**src/rtl/div_pkg.sv**
```systemverilog
// Shared types and default widths for the sequential restoring divider.
package div_pkg;

  localparam int DEF_DIVIDENDLEN = 16;
  localparam int DEF_DIVISORLEN  = 8;

  typedef enum logic [1:0] {
    IDLE = 2'd0,
    RUN  = 2'd1,
    DONE = 2'd2
  } div_state_e;

  typedef struct packed {
    logic [DEF_DIVIDENDLEN-1:0] dividend;
    logic [DEF_DIVISORLEN-1:0]  divisor;
  } div_req_t;

  typedef struct packed {
    logic [DEF_DIVIDENDLEN-1:0] quotient;
    logic [DEF_DIVISORLEN-1:0]  remainder;
    logic                       div_by_zero;
  } div_rsp_t;

endpackage

```
**src/rtl/div_step_unit.sv**
```systemverilog
// One restoring-division step: trial-subtract (d << k) from w, keep it on no borrow.
module div_step_unit
  import div_pkg::*;
#(
  parameter  int DIVIDENDLEN = DEF_DIVIDENDLEN,
  parameter  int DIVISORLEN  = DEF_DIVISORLEN,
  localparam int DATAPATHLEN = DIVIDENDLEN + DIVISORLEN - 1,
  localparam int KW          = $clog2(DIVIDENDLEN)
) (
  input  logic [DATAPATHLEN-1:0] w,
  input  logic [DIVISORLEN-1:0]  d,
  input  logic [KW-1:0]          k,
  output logic [DATAPATHLEN-1:0] w_next,
  output logic                   qbit
);

  logic [DATAPATHLEN-1:0] shifted;
  logic [DATAPATHLEN:0]   diff;

  // Carry-out of w + ~shifted + 1 is the inverted borrow of w - shifted.
  always_comb begin
    shifted = DATAPATHLEN'(d) << k;
    diff    = {1'b0, w} + {1'b0, ~shifted} + {{DATAPATHLEN{1'b0}}, 1'b1};
    qbit    = diff[DATAPATHLEN];
    w_next  = qbit ? diff[DATAPATHLEN-1:0] : w;
  end

endmodule

```
**src/rtl/div_seq_ctrl.sv**
```systemverilog
// Sequencer for unsigned restoring division, one quotient bit per cycle, MSB first.
module div_seq_ctrl
  import div_pkg::*;
#(
  parameter int DIVIDENDLEN = DEF_DIVIDENDLEN,
  parameter int DIVISORLEN  = DEF_DIVISORLEN
) (
  input  logic                   clk,
  input  logic                   rst_n,
  input  logic                   in_valid,
  output logic                   in_ready,
  input  logic [DIVIDENDLEN-1:0] dividend,
  input  logic [DIVISORLEN-1:0]  divisor,
  output logic                   out_valid,
  input  logic                   out_ready,
  output logic [DIVIDENDLEN-1:0] quotient,
  output logic [DIVISORLEN-1:0]  remainder,
  output logic                   div_by_zero,
  output logic                   busy
);

  localparam int DATAPATHLEN = DIVIDENDLEN + DIVISORLEN - 1;
  localparam int KW          = $clog2(DIVIDENDLEN);

  div_state_e             state;
  logic [DATAPATHLEN-1:0] w;
  logic [DIVISORLEN-1:0]  d;
  logic [DIVIDENDLEN-1:0] q;
  logic [DIVISORLEN-1:0]  rem;
  logic                   dbz;
  logic [KW-1:0]          k;
  logic [DATAPATHLEN-1:0] w_next;
  logic                   qbit;

  div_step_unit #(
    .DIVIDENDLEN (DIVIDENDLEN),
    .DIVISORLEN  (DIVISORLEN)
  ) u_step (
    .w      (w),
    .d      (d),
    .k      (k),
    .w_next (w_next),
    .qbit   (qbit)
  );

  always_ff @(posedge clk or negedge rst_n) begin
    if (!rst_n) begin
      state <= IDLE;
      w     <= '0;
      d     <= '0;
      q     <= '0;
      rem   <= '0;
      dbz   <= 1'b0;
      k     <= '0;
    end else begin
      case (state)
        IDLE: begin
          if (in_valid) begin
            w <= DATAPATHLEN'(dividend);
            d <= divisor;
            k <= KW'(DIVIDENDLEN - 1);
            if (divisor == '0) begin
              q     <= '1;
              rem   <= '0;
              dbz   <= 1'b1;
              state <= DONE;
            end else begin
              q     <= '0;
              dbz   <= 1'b0;
              state <= RUN;
            end
          end
        end
        RUN: begin
          w    <= w_next;
          q[k] <= qbit;
          // k==0 exits before the decrement, so the counter never wraps.
          if (k == '0) begin
            rem   <= w_next[DIVISORLEN-1:0];
            state <= DONE;
          end else begin
            k <= k - 1'b1;
          end
        end
        DONE: begin
          if (out_ready) state <= IDLE;
        end
        default: state <= IDLE;
      endcase
    end
  end

  assign in_ready    = (state == IDLE);
  assign out_valid   = (state == DONE);
  assign busy        = (state != IDLE);
  assign quotient    = q;
  assign remainder   = rem;
  assign div_by_zero = dbz;

endmodule

```
**config.mk**
```make
export PLATFORM = sky130hd
export DESIGN_NAME = div_seq_ctrl
export DESIGN_NICKNAME = d
export VERILOG_FILES = /design/src/rtl/div_pkg.sv /design/src/rtl/div_step_unit.sv /design/src/rtl/div_seq_ctrl.sv
export SDC_FILE = /design/constraint.sdc
export NUM_CORES = 1
export LEC_CHECK = 0
export CORE_MARGIN = 5
export CORE_UTILIZATION = 35
export CTS_CLUSTER_DIAMETER = 60
export CTS_CLUSTER_SIZE = 10
export DETAILED_ROUTE_END_ITERATION = 10
export PLACE_DENSITY_LB_ADDON = 0.1
export SYNTH_ARGS = -nofsm -noshare
export SYNTH_HDL_FRONTEND = slang
export SYNTH_SLANG_ARGS = --single-unit
```
**constraint.sdc**
```tcl
create_clock -name clk -period 4.15 [get_ports clk]
set_input_delay 0.83 -clock clk [delete_from_list [all_inputs] [get_ports clk]]
set_output_delay 0.83 -clock clk [all_outputs]
set_load 0.01 [all_outputs]
```
# After elaboration in Yosys (flattened, before gate mapping)
# Index checks and enable logic that the tools add are counted.
# word_totals
register_bits	62
inputBits	28
out_inout_bits	28
word_cells	57
# op_classes
n_addsub	3
order_cmp	2
eq_ne	8
shift	1
mux	22
bitwise	1
reduce_logical	12
# ops
op	n
2-to-1 mux 23 bit	2
case mux 23 bit (2 select lines)	1
2-to-1 mux 16 bit	2
case mux 16 bit (2 select lines)	1
adder 23 x 23 -> 24 bit	1
adder 24 x 1 -> 24 bit (second input constant)	1
2-to-1 mux 8 bit	3
NOT 23 bit	1
<< shifter 8 x 4 -> 23 bit	1
bitwise mux 16 bit	1
case mux 8 bit (2 select lines)	1
AND reduction 3 bit	3
zero test 8 bit	1
2-to-1 mux 2 bit	4
2-to-1 mux 4 bit	2
case mux 4 bit (2 select lines)	1
!= test 2 x 1 -> 1 bit (second input constant)	3
!= test 2 bit (second input constant)	3
case mux 2 bit (3 select lines)	1
less-than comparator 4 x 5 -> 1 bit (second input constant)	1
demux 1 bit (select 4 bit)	1
>= comparator 4 x 1 -> 1 bit (second input constant)	1
zero test 4 bit	1
AND reduction 2 bit	2
other kinds (8)	10

# Logic depth before layout (Yosys ltp)
# Gate-level depths: netlist (run 1).
# depth
word_depth	7
mapped_depth	17
ltp_nobuf	14

# Modules after synthesis
# A second synthesis (run 1) with hierarchy kept.
# unflattened
cells_unflattened	591
hier_area_um2	4778.3
# modules_own_cells
module	n_inst	cells_per_inst	area_each_um2	seq_area_each_um2
div_seq_ctrl	1	311	2900.3	1551.5
div_step_unit	1	280	1878.1	0.0

# Least setup slack after synthesis (run 1)
# Ideal clock, no wire load.
# synth_timing
path_type	register to register
from	register k[1]
to	register w[11]
setup_ns	0.126
t_arrival_ns	3.535
required_ns	4.024
path_slack_ns	0.489
path_stages_with_launch	17
path_buffers	5
period_less_slack_ns	3.661
cell_sequence	dfrtp_1 clkbuf_1 buf_1 nand3_1 o21ai_0 o21ai_0 or2_2 ha_1 buf_2 a21o_1 and2_4 o211a_1 a211o_1 o21a_2 buf_6 buf_12 a221o_1
# synth_via
elab_chain_cells	6
word_cells_on_any_way	8
classes_between	2 x add/sub; 1 x eq/ne; 1 x shift; 2 x mux; 1 x bitwise; 1 x reduce/logical
# synth_rtl
element	line	source
from (decl)	div_seq_ctrl.sv:31	logic [KW-1:0] k;
from (signal assigned)	div_seq_ctrl.sv:61	k <= KW'(DIVIDENDLEN - 1);
from (signal assigned)	div_seq_ctrl.sv:82	k <= k - 1'b1;
<< shifter 8 x 4 -> 23 bit *	div_step_unit.sv:22	shifted = DATAPATHLEN'(d) << k;
NOT 23 bit *	div_step_unit.sv:23	diff = {1'b0, w} + {1'b0, ~shifted} + {{DATAPATHLEN{1'b0}}, 1'b1};
adder 23 x 23 -> 24 bit *	div_step_unit.sv:23	
adder 24 x 1 -> 24 bit *	div_step_unit.sv:23	
2-to-1 mux 23 bit or != test 2 x 1 -> 1 bit (tied branches)	n/a	
case mux 23 bit (2 select lines) or AND reduction 3 bit (tied branches)	n/a	
to (signal assigned)	div_seq_ctrl.sv:59	w <= DATAPATHLEN'(dividend);
to (signal assigned)	div_seq_ctrl.sv:75	w <= w_next;
to (decl)	div_seq_ctrl.sv:26	logic [DATAPATHLEN-1:0] w;
# Every way passes the cells marked *; elsewhere a longest branch is shown, timed or not. The select of a mux whose other input is x is not followed.
# A chain may end at the register's enable or synchronous reset.

# Worst setup path after layout (run 1)
# layout_timing
from	register k[1]
to	register q[6], in the netlist quotient[6]
# layout_via
elab_chain_cells	6
word_cells_on_any_way	11
classes_between	2 x add/sub; 2 x order compare; 1 x shift; 4 x mux; 1 x bitwise; 1 x reduce/logical
# layout_rtl
element	line	source
<< shifter 8 x 4 -> 23 bit (tied with other cells)	div_step_unit.sv:22	
NOT 23 bit or logical AND 1 bit (tied branches)	div_step_unit.sv:23, div_seq_ctrl.sv:76	
adder 23 x 23 -> 24 bit or 2-to-1 mux 1 bit (tied branches)	div_step_unit.sv:23, div_seq_ctrl.sv:76	
adder 24 x 1 -> 24 bit or demux 1 bit (select 4 bit) (tied branches)	div_step_unit.sv:23, div_seq_ctrl.sv:76	
bitwise mux 16 bit *	div_seq_ctrl.sv:76	q[k] <= qbit;
case mux 16 bit (2 select lines) *	div_seq_ctrl.sv:56	case (state)
to (signal, indexed assignment)	div_seq_ctrl.sv:76	
to (decl)	div_seq_ctrl.sv:28	logic [DIVIDENDLEN-1:0] q;
# Every way passes the cells marked *; elsewhere a longest branch is shown, timed or not.

==> results of run 1 <==
worst max path at each step:
stage                           from                      end  slack, ns  cells past startpoint
floorplan           k[1]$_DFFE_PN0P_        w[11]$_DFFE_PN0P_       0.49                     16
global placement    k[1]$_DFFE_PN0P_        w[14]$_DFFE_PN0P_       0.41                     12
detailed placement  k[1]$_DFFE_PN0P_        w[14]$_DFFE_PN0P_       0.27                     12
CTS                 k[1]$_DFFE_PN0P_  quotient[6]$_DFFE_PN0P_       0.26                     13
global route        k[1]$_DFFE_PN0P_        w[20]$_DFFE_PN0P_       0.21                     12
finish              k[1]$_DFFE_PN0P_  quotient[6]$_DFFE_PN0P_       0.46                     13
what timing repair did:
item                                    in CTS  in global routing
endpoints found under the hold margin        0                  0
gates resized for setup                      0                  1
endpoints found under the setup margin       0                  9
state kept, by name (all words and copies together), names as in the netlist:
| name | cells |
|---|---|
| state | 2 |
| div_by_zero | 1 |
| k | 4 |
| quotient | 16 |
| d | 8 |
| remainder | 8 |
| w | 23 |
per-layer routing:
metal / GRT usage / part of all wire / vias up
met5: 0 / 0 / -
met4: 0.0588 / 0.014 / 0
met3: 0.0346 / 0.041 / 15
met2: 0.282 / 0.46 / 83
met1: 0.249 / 0.49 / 1854
li1: - / - / 1913
worst reg2reg max path: cells and delay by family (launching register included):
family | cells | cell delay, ns
mux | 2 | 0.40
simple gates | 2 | 0.44
buf+inv | 1 | 0.18
compound gates | 7 | 1.70
fa+ha+maj | 1 | 0.29
flops | 1 | 0.57
Yosys cell counts (all sizes together) (4+ instances only):
master / count
nand2: 73
dfrtp: 62
a21oi: 43
nor2: 31
ha: 29
o21ai: 27
mux2i: 23
a21o: 19
clkbuf: 16
a211oi: 15
xnor2: 15
nor3: 14
inv: 13
buf: 12
mux2: 9
a221o: 8
a22o: 8
nand2b: 7
nand3: 7
or2: 7
xor2: 7
and3: 5
a22oi: 4
nand4: 4
o21a: 4
o21bai: 4
cell families after synthesis:
logic type	Yosys count	synth area share
XOR/XNOR	22	0.0435
AND/OR/NAND/NOR	163	0.171
AO/OA/AOI/OAI	149	0.224
multiplexers	32	0.0783
adder cells (fa/ha/maj)	30	0.0865
flip-flops	62	0.350
buffers and inverters	41	0.0461
final cells by class:
class,instances,area (sq um)
Clock buffer,12,246
Clock inverter,4,22.5
Fill cell,1301,7070
Inverter,13,48.8
Multi-Input combinational cell,396,2670
Sequential cell,62,1550
Tap cell,172,215
Timing Repair Buffer,74,688
metrics by stage:
stage / setup slack [ns] / utilization / cell area (sq um) / cells / hold slack (ns)
4_1_cts: 0.265 / 0.435 / 5440 / 733 / 0.491
3_5_place_dp: 0.266 / 0.413 / 5170 / 717 / 0.479
5_1_grt: 0.211 / 0.435 / 5450 / 733 / 0.514
2_1_floorplan: 0.489 / - / 4430 / 499 / 0.456
6_report: 0.459 / 0.435 / 5450 / 733 / 0.484
3_3_place_gp: 0.407 / 0.413 / 5170 / 717 / 0.468
==> metrics.md, run 1 <==
| Metric | Value |
|---|---|
| Synth top area share | `0.350` |
| Status | `complete, no violations` |
| Chip height | `122 um` |
| Clock slew seen by the registers of the worst setup and hold paths | `around 0.050 ns` |
| Reg-to-Reg End | `quotient[6]$_DFFE_PN0P_` |
| Ranking of synthesized cells by area | `dfrtp_1, ha_1, nand2_1` |
| Global-route wire length before repair | `about 21000 um` |
| Nets | `614` |
| Initial Util | `0.354` |
| Synth async-reset ratio | `1.00` |
| Initial DRT Pass Iterations | `5` |
| Post-detail-place hpwl | `9600 um` |
| Setup crit start kind | `flop` |
| Worst Path Buf+Inv | `1` |
| Slew Viols, Final | `0` |
| Post-synthesis cell type count | `slightly below 60` |
| Cells along the critical path | `mux2i_1, o21ai_0, o21ai_0, or2_2, ha_1, a21o_1, and2_4, o211a_1, a211o_1, o21a_2, buf_4, a21o_4, mux2_4` |
| Setup crit end kind | `flop` |
| Row count | `41` |
| Ant diodes | `0` |
| Syn_nets | `557` |
| #FFs+latches synth | `62` |
| Relative slew slack | `0.245` |
| Routed len/inst | `17.3 um` |
| # setup viols final | `0` |
| Via count | `approximately 3.9k` |
| R2R setup slack | `roughly 0.46 ns` |
| Sequential area share after synthesis | `0.350` |
| Final period util | `0.889` |
| Crit path kind | `reg2reg` |
| Buffers on Ports | `55` |
| CP arrival | `3.91 ns` |
| GRT Total Usage | `0.180` |
| Hold EP | `remainder[0]$_DFFE_PN0P_` |
| CTS H-tree lvls | `3` |
| Highest Clock Rate | `between 200 and 300 MHz` |
| Warnings, synthesis | `0` |
| Syn Area/Cell | `8.87 sq um` |
| Gp weighted congestion | `0.885` |
| Crit path largest cell delay | `0.57 ns` |
| Die width | `122 um` |
| CTS tree | `done` |
| Worst Hold Launch | `remainder[0]$_DFFE_PN0P_` |
| Number of DRC markers in iteration 0 | `275` |
| Crit path max fanout | `17` |
| Ys flop type | `dfrtp_1` |
| Largest net degree at the start of global routing | `49` |
| Tmin final | `~3.7 ns` |
| Hold Crit Depth | `2` |
| Setup Buffers After CTS | `0` |
| EDFF count, synth | `0` |
| RR Startpoint | `k[1]$_DFFE_PN0P_` |
| Slowest-stage cell, CP | `dfrtp_2` |
| Area grow syn2layout | `23.0%` |
| Share of layout cells above drive strength 1 | `0.105` |
| Via/cell ratio | `between 5 and 6` |
| Core Box Area | `0.0125 sq mm` |
| Syn Inst Count | `499` |
| Reg2reg path depth | `13` |
| Largest area contributor in the netlist | `dfrtp_1` |
| Clock latency on the worst-skew pair | `0.34 ns` |
| Antenna-violating nets left | `0` |
| Most frequent cells in the layout | `nand2_1, dfrtp_1, clkdlybuf4s50_1` |
| Max clock buf depth | `2` |
| Max Clock Skew | `0.00797 ns` |
| CTS Root Cell | `clkbuf_16` |
| CTS Buf Count | `9` |
| Gate family responsible for the most delay along the worst path | `compound AO/OA/AOI/OAI gates` |
| Worst slew pin tran | `about 1.1 ns` |
| TNS Setup | `0 ns` |
| CP Data Required Time | `4.37 ns` |
| Hold_buf cts | `0` |
| Clock tree sinks | `slightly above 60` |
| DR DRC count | `0` |
| Class of the worst hold path | `reg2reg` |
| IO Pins | `56` |
| Mapped Area | `roughly 0.0044 sq mm` |
| GRT overflow | `0` |
| RSZ-0062 raised after global routing | `no` |
| Commonest non-fill, non-tap cell in the layout | `nand2_1` |
| Initial antenna violation count | `0` |
| Hold Fails Final Rpt | `0` |
| Maxcap violations | `0` |
| Overall routed net length | `12700 um` |
| Most common cell on crit path | `o21ai_0` |
| Vias in the first global route | `3928` |
| Die ar. | `0.0150 sq mm` |
Power of run 1 is left out: the tool's default activity adds up to more than one toggle a clock period on the data nets, which glitch-free logic cannot reach.
==> run 2, diff against run 1 <==
CAP_MARGIN = 20   (was unset)
==> metrics.md, run 2 (same netlist as run 1, synthesis figures left out) <==
| Metric | Value |
|---|---|
| Status | `complete, no violations` |
| Core Box Area | `0.0125 sq mm (unchanged)` |
| Crit path max fanout | `17 (unchanged)` |
| Crit path largest cell delay | `0.57 ns (about the same)` |
| Most frequent cells in the layout | `nand2_1, dfrtp_1, clkdlybuf4s50_1` |
| Min Hold Slack | `0.367 ns (-0.117 ns)` |
| Ant diodes | `0 (unchanged)` |
| Cells along the critical path | `mux2i_1, o21ai_0, o21ai_0, or2_2, ha_1, a21o_1, and2_4, o211a_1, a211o_1, o21a_2, buf_4, a21o_4, mux2_2` |
| Hold_buf cts | `0 (unchanged)` |
| Placed instance area | `0.00519 sq mm (+0.39%)` |
| Final period util | `0.887 (-0.00245)` |
| Final Core Density | `0.437 (+0.00160)` |
| Resized Gates After CTS | `0 (unchanged)` |
| Worst slew pin tran | `0.617 ns (-0.515 ns)` |
| Tmin final | `3.68 ns (-0.0102 ns)` |
| Initial Util | `0.354 (unchanged)` |
| Die ar. | `0.0150 sq mm (unchanged)` |
| Die width | `122 um (unchanged)` |
| Chip height | `122 um (unchanged)` |
| Largest net degree at the start of global routing | `39 (-20%)` |
| Reg2reg path depth | `13 (unchanged)` |
| Setup Buffers After CTS | `0 (unchanged)` |
| Initial antenna violation count | `0 (unchanged)` |
| Area grow syn2layout | `23.5%` |
| Row count | `41 (unchanged)` |
| CTS Root Cell | `clkbuf_16` |
| TNS Setup | `0 ns (unchanged)` |
| Multi-input logic area | `0.00267 sq mm (unchanged)` |
| Gp weighted congestion | `0.885 (unchanged)` |
| DR DRC count | `0 (unchanged)` |
| Crit path kind | `reg2reg` |
| Via count | `3828 (-0.96%)` |
| Nets | `615 (+0.16%)` |
| Slew Viols, Final | `0 (unchanged)` |
| Antenna-violating nets left | `0 (unchanged)` |
| IO Pins | `56 (unchanged)` |
| RR Startpoint | `k[1]$_DFFE_PN0P_` |
| Initial DRT Pass Iterations | `4 (-1)` |
| Max clock buf depth | `2 (unchanged)` |
| Clock slew seen by the registers of the worst setup and hold paths | `0.05 ns (about the same)` |
| GRT overflow | `0 (unchanged)` |
| CTS tree | `done` |
| Clock latency on the worst-skew pair | `0.34 ns (about the same)` |
| GRT met2 Usage | `0.289 (+0.00653)` |
| GRT Total Usage | `0.181 (+0.000901)` |
| CP arrival | `3.90 ns (about the same)` |
| Via/cell ratio | `5.22 (-1.1%)` |
| Global-route wire length before repair | `20900 um (about the same)` |
| Post-detail-place hpwl | `9680 um (+0.79%)` |
| Met1 Use GR | `0.245 (-0.00382)` |
| RSZ-0062 raised after global routing | `no` |
| Overall routed net length | `12700 um (-0.12%)` |
| Setup crit end kind | `flop` |
| CP Data Required Time | `4.37 ns (about the same)` |
| Highest Clock Rate | `272 MHz (+0.28%)` |
| Commonest non-fill, non-tap cell in the layout | `nand2_1` |
| Max Clock Skew | `0.00452 ns (-0.00346 ns)` |
| Number of DRC markers in iteration 0 | `254 (-7.6%)` |
| # setup viols final | `0 (unchanged)` |
| Clock tree sinks | `62 (unchanged)` |
| Seq. cell area | `0.00155 sq mm (unchanged)` |
| Post-route cell area | `0.00547 sq mm (+0.37%)` |
| Setup crit start kind | `flop` |
| Hold Fails Final Rpt | `0 (unchanged)` |
| Buffers on Ports | `55 (unchanged)` |
| Maxcap violations | `0 (unchanged)` |
| Met3 global-route usage | `0.0419 (+0.00737)` |
| CTS Buf Count | `9 (unchanged)` |
| Share of layout cells above drive strength 1 | `0.107 (+0.00159)` |
| Relative slew slack | `0.588 (+0.343)` |
| Biggest register | `w` |
| Class of the worst hold path | `in2async` |
| Fillcell total | `1287 (-1.1%)` |
| Busiest grt layer | `met2` |
| Slowest-stage cell, CP | `dfrtp_2` |
| CTS H-tree lvls | `3 (unchanged)` |
| Vias in the first global route | `3932 (+0.10%)` |
| Most common cell on crit path | `o21ai_0` |
| Worst setup startpoint | `k[1]$_DFFE_PN0P_` |
| Max FFs per register | `23 (unchanged)` |
| Routed len/inst | `17.3 um (-0.25%)` |
-- run 2: cell count changes in the layout (fill, tap and decap cells not counted), sizes merged --
| cell | change |
|---|---|
| buf | +1 |
-- run 2: path summary, 6_finish.rpt --
path / to / slack, ns
min in group clk: remainder[7]$_DFFE_PN0P_ / 0.48
hold / removal: remainder[5]$_DFFE_PN0P_ / 0.37
max in group asynchronous: w[15]$_DFFE_PN0P_ / 3.24
hold reg to reg: remainder[7]$_DFFE_PN0P_ / 0.48
setup reg to reg: quotient[2]$_DFFE_PN0P_ / 0.47
setup / recovery: quotient[2]$_DFFE_PN0P_ / 0.47
-- run 2: final cells by class --
type	count	area share
Multi-Input combinational cell	396	0.489
Tap cell	172	0.0394
Sequential cell	62	0.284
Inverter	13	0.00893
Clock inverter	4	0.00412
Clock buffer	12	0.0451
Timing Repair Buffer	75	0.130
-- run 2: stage by stage --
stage               std cells  worst slack (ns)
floorplan                 499             0.489
global placement          717             0.407
detailed placement        718             0.343
CTS                       734             0.313
global route              734             0.203
finish                    734             0.469
-- run 2: metal layers --
metal / routed length, um / up-vias
met3: 505 / 9
met2: 5840 / 69
met1: 6180 / 1834
met4: 159 / 0
met5: 0 / -
li1: - / 1916
-- run 2: worst max-delay path: cells and delay by family (launching register included) --
family	cells	cell delay, ns
AOI/OAI and AO/OA	7	1.69
adders and majority gates	1	0.29
buffers and inverters	1	0.18
DFF	1	0.57
muxes	2	0.41
and+or+nand+nor	2	0.44
Power of run 2 is left out for the same reason.
==> run 3, diff against run 2 <==
CORE_UTILIZATION = 56   (was 35)
SKIP_LAST_GASP = 1   (was unset)
==> metrics.md, run 3 (same netlist as run 1, synthesis figures left out) <==
| Metric | Value |
|---|---|
| Most frequent cells in the layout | `nand2_1, dfrtp_1, clkdlybuf4s50_1` |
| R2R setup slack | `0.24 ns (-0.23 ns)` |
| Gp weighted congestion | `1.01 (+14%)` |
| CP arrival | `4.14 ns (+0.24 ns)` |
| Clock latency on the worst-skew pair | `0.35 ns (about the same)` |
| Largest net degree at the start of global routing | `34 (-13%)` |
| Cells along the critical path | `mux2i_1, o21ai_0, o21ai_0, or2_2, ha_1, nand2_1, nor3_1, nand2_1, a211oi_2, o21a_2, nor2_4, a221o_1` |
| Status | `complete, no violations` |
| CTS H-tree lvls | `3 (unchanged)` |
| Chip height | `98.9 um (-19%)` |
| Antenna-violating nets left | `0 (unchanged)` |
| Hold Fails Final Rpt | `0 (unchanged)` |
| Nets | `606 (-1.5%)` |
| Number of DRC markers in iteration 0 | `221 (-13%)` |
| Biggest register | `w` |
| Vias in the first global route | `3884 (-1.2%)` |
| Reg-to-Reg End | `w[11]$_DFFE_PN0P_` |
| RSZ-0062 raised after global routing | `no` |
| Placed instance area | `0.00503 sq mm (-3.2%)` |
| Die width | `98.9 um (-19%)` |
| TNS Setup | `0 ns (unchanged)` |
| Setup Buffers After CTS | `0 (unchanged)` |
| Class of the worst hold path | `reg2reg` |
| Clock slew seen by the registers of the worst setup and hold paths | `0.08 ns (+0.03 ns)` |
| Slew Viols, Final | `0 (unchanged)` |
| Share of layout cells above drive strength 1 | `0.0922 (-0.0145)` |
| Final WS setup | `0.236 ns (-0.233 ns)` |
| Initial antenna violation count | `0 (unchanged)` |
| Buffers on Ports | `55 (unchanged)` |
| GRT overflow | `0 (unchanged)` |
| Tmin final | `3.91 ns (+0.233 ns)` |
| Max Clock Skew | `0.0115 ns (+0.00694 ns)` |
| Max clock buf depth | `2 (unchanged)` |
| Crit path kind | `reg2reg` |
| Ant diodes | `0 (unchanged)` |
| Die ar. | `0.00978 sq mm (-35%)` |
| Crit path largest cell delay | `0.56 ns (about the same)` |
| # setup viols final | `0 (unchanged)` |
| DR DRC count | `0 (unchanged)` |
| Max FFs per register | `23 (unchanged)` |
| Initial Util | `0.573 (+0.219)` |
| Setup crit start kind | `flop` |
| Routed len/inst | `17.3 um (+0.15%)` |
| CTS Root Cell | `clkbuf_8` |
| Reg2reg path depth | `12 (-1)` |
| Setup WS pre-CTS | `0.0725 ns (-0.271 ns)` |
| Worst Setup EP | `w[11]$_DFFE_PN0P_` |
| Overall routed net length | `11300 um (-11%)` |
| GRT Total Usage | `0.241 (+0.0608)` |
| Crit path max fanout | `17 (unchanged)` |
| Worst setup startpoint | `k[1]$_DFFE_PN0P_` |
| Post-detail-place hpwl | `8580 um (-11%)` |
| Relative slew slack | `0.499 (-0.0886)` |
| CTS Buf Count | `9 (unchanged)` |
| Clock tree sinks | `62 (unchanged)` |
| Via/cell ratio | `5.96 (+14%)` |
| Area grow syn2layout | `17.4%` |
| Post-route cell area | `0.00520 sq mm (-4.9%)` |
| Via count | `3905 (+2.0%)` |
| CTS tree | `done` |
| Commonest non-fill, non-tap cell in the layout | `nand2_1` |
| Initial DRT Pass Iterations | `4 (unchanged)` |
| Setup crit end kind | `flop` |
| Worst slew pin tran | `0.751 ns (+0.134 ns)` |
| IO Pins | `56 (unchanged)` |
| Maxcap violations | `0 (unchanged)` |
| Row count | `32 (-22%)` |
| Slowest-stage cell, CP | `dfrtp_2` |
| Global-route wire length before repair | `19000 um (-8.9%)` |
| CP Data Required Time | `4.38 ns (about the same)` |
| RR Startpoint | `k[1]$_DFFE_PN0P_` |
| Highest Clock Rate | `255 MHz (-6.0%)` |
| Final period util | `0.943 (+0.0562)` |
| Core Box Area | `0.00773 sq mm (-38%)` |
-- run 3: changes by cell type in the layout (fill, tap and decap cells not counted) --
| cell | previous run | this run |
|---|---|---|
| buf_4 | 19 | 11 |
| clkbuf_16 | 9 | 0 |
| clkbuf_8 | 1 | 10 |
| buf_12 | 1 | 0 |
-- run 3: critical path: cells and delay by family, from the launching register on --
family                     cells  cell delay [ns]
adders and majority gates      1             0.41
muxes                          1             0.14
DFF                            1             0.56
and+or+nand+nor                5             1.05
AOI/OAI and AO/OA              5             1.62
-- run 3: repair_timing --
action / CTS / global route
gates resized for setup: 0 / 1
hold buffers: 0 / 0
setup endpoints to repair: 0 / 24
-- run 3: layout make-up --
cell class | count | area (sq um)
multi-input combinational | 396 | 2670
fill | 658 | 2530
sequential | 62 | 1550
timing repair buffer | 66 | 628
clock buffer | 12 | 145
tap | 102 | 128
inverter | 13 | 48.8
clock inverter | 4 | 22.5
-- run 3: how the worst min path moves through the flow --
stage / from / to / cells past startpoint / slack, ns
finish: div_by_zero$_DFFE_PN0P_ / div_by_zero$_DFFE_PN0P_ / 1 / 0.48
global route: div_by_zero$_DFFE_PN0P_ / div_by_zero$_DFFE_PN0P_ / 1 / 0.52
CTS: div_by_zero$_DFFE_PN0P_ / div_by_zero$_DFFE_PN0P_ / 1 / 0.48
detailed placement: div_by_zero$_DFFE_PN0P_ / div_by_zero$_DFFE_PN0P_ / 1 / 0.47
global placement: div_by_zero$_DFFE_PN0P_ / div_by_zero$_DFFE_PN0P_ / 1 / 0.46
floorplan: w[13]$_DFFE_PN0P_ / w[13]$_DFFE_PN0P_ / 1 / 0.46
-- run 3: metal layers --
metal  GRT usage  vias up  part of all wire
met4      0.0935        0             0.022
met3      0.0453       20             0.050
met5           0        -                 0
li1            -     1892                 -
met2       0.393       97              0.47
met1       0.318     1896              0.46
-- run 3: through the flow --
step                hold WS [ns]  std cells   util
floorplan                  0.456        499      -
global placement           0.461        639  0.651
detailed placement         0.465        639  0.651
CTS                        0.482        655  0.672
global route               0.520        655  0.672
finish                     0.479        655  0.672
Power of run 3 is left out for the same reason.
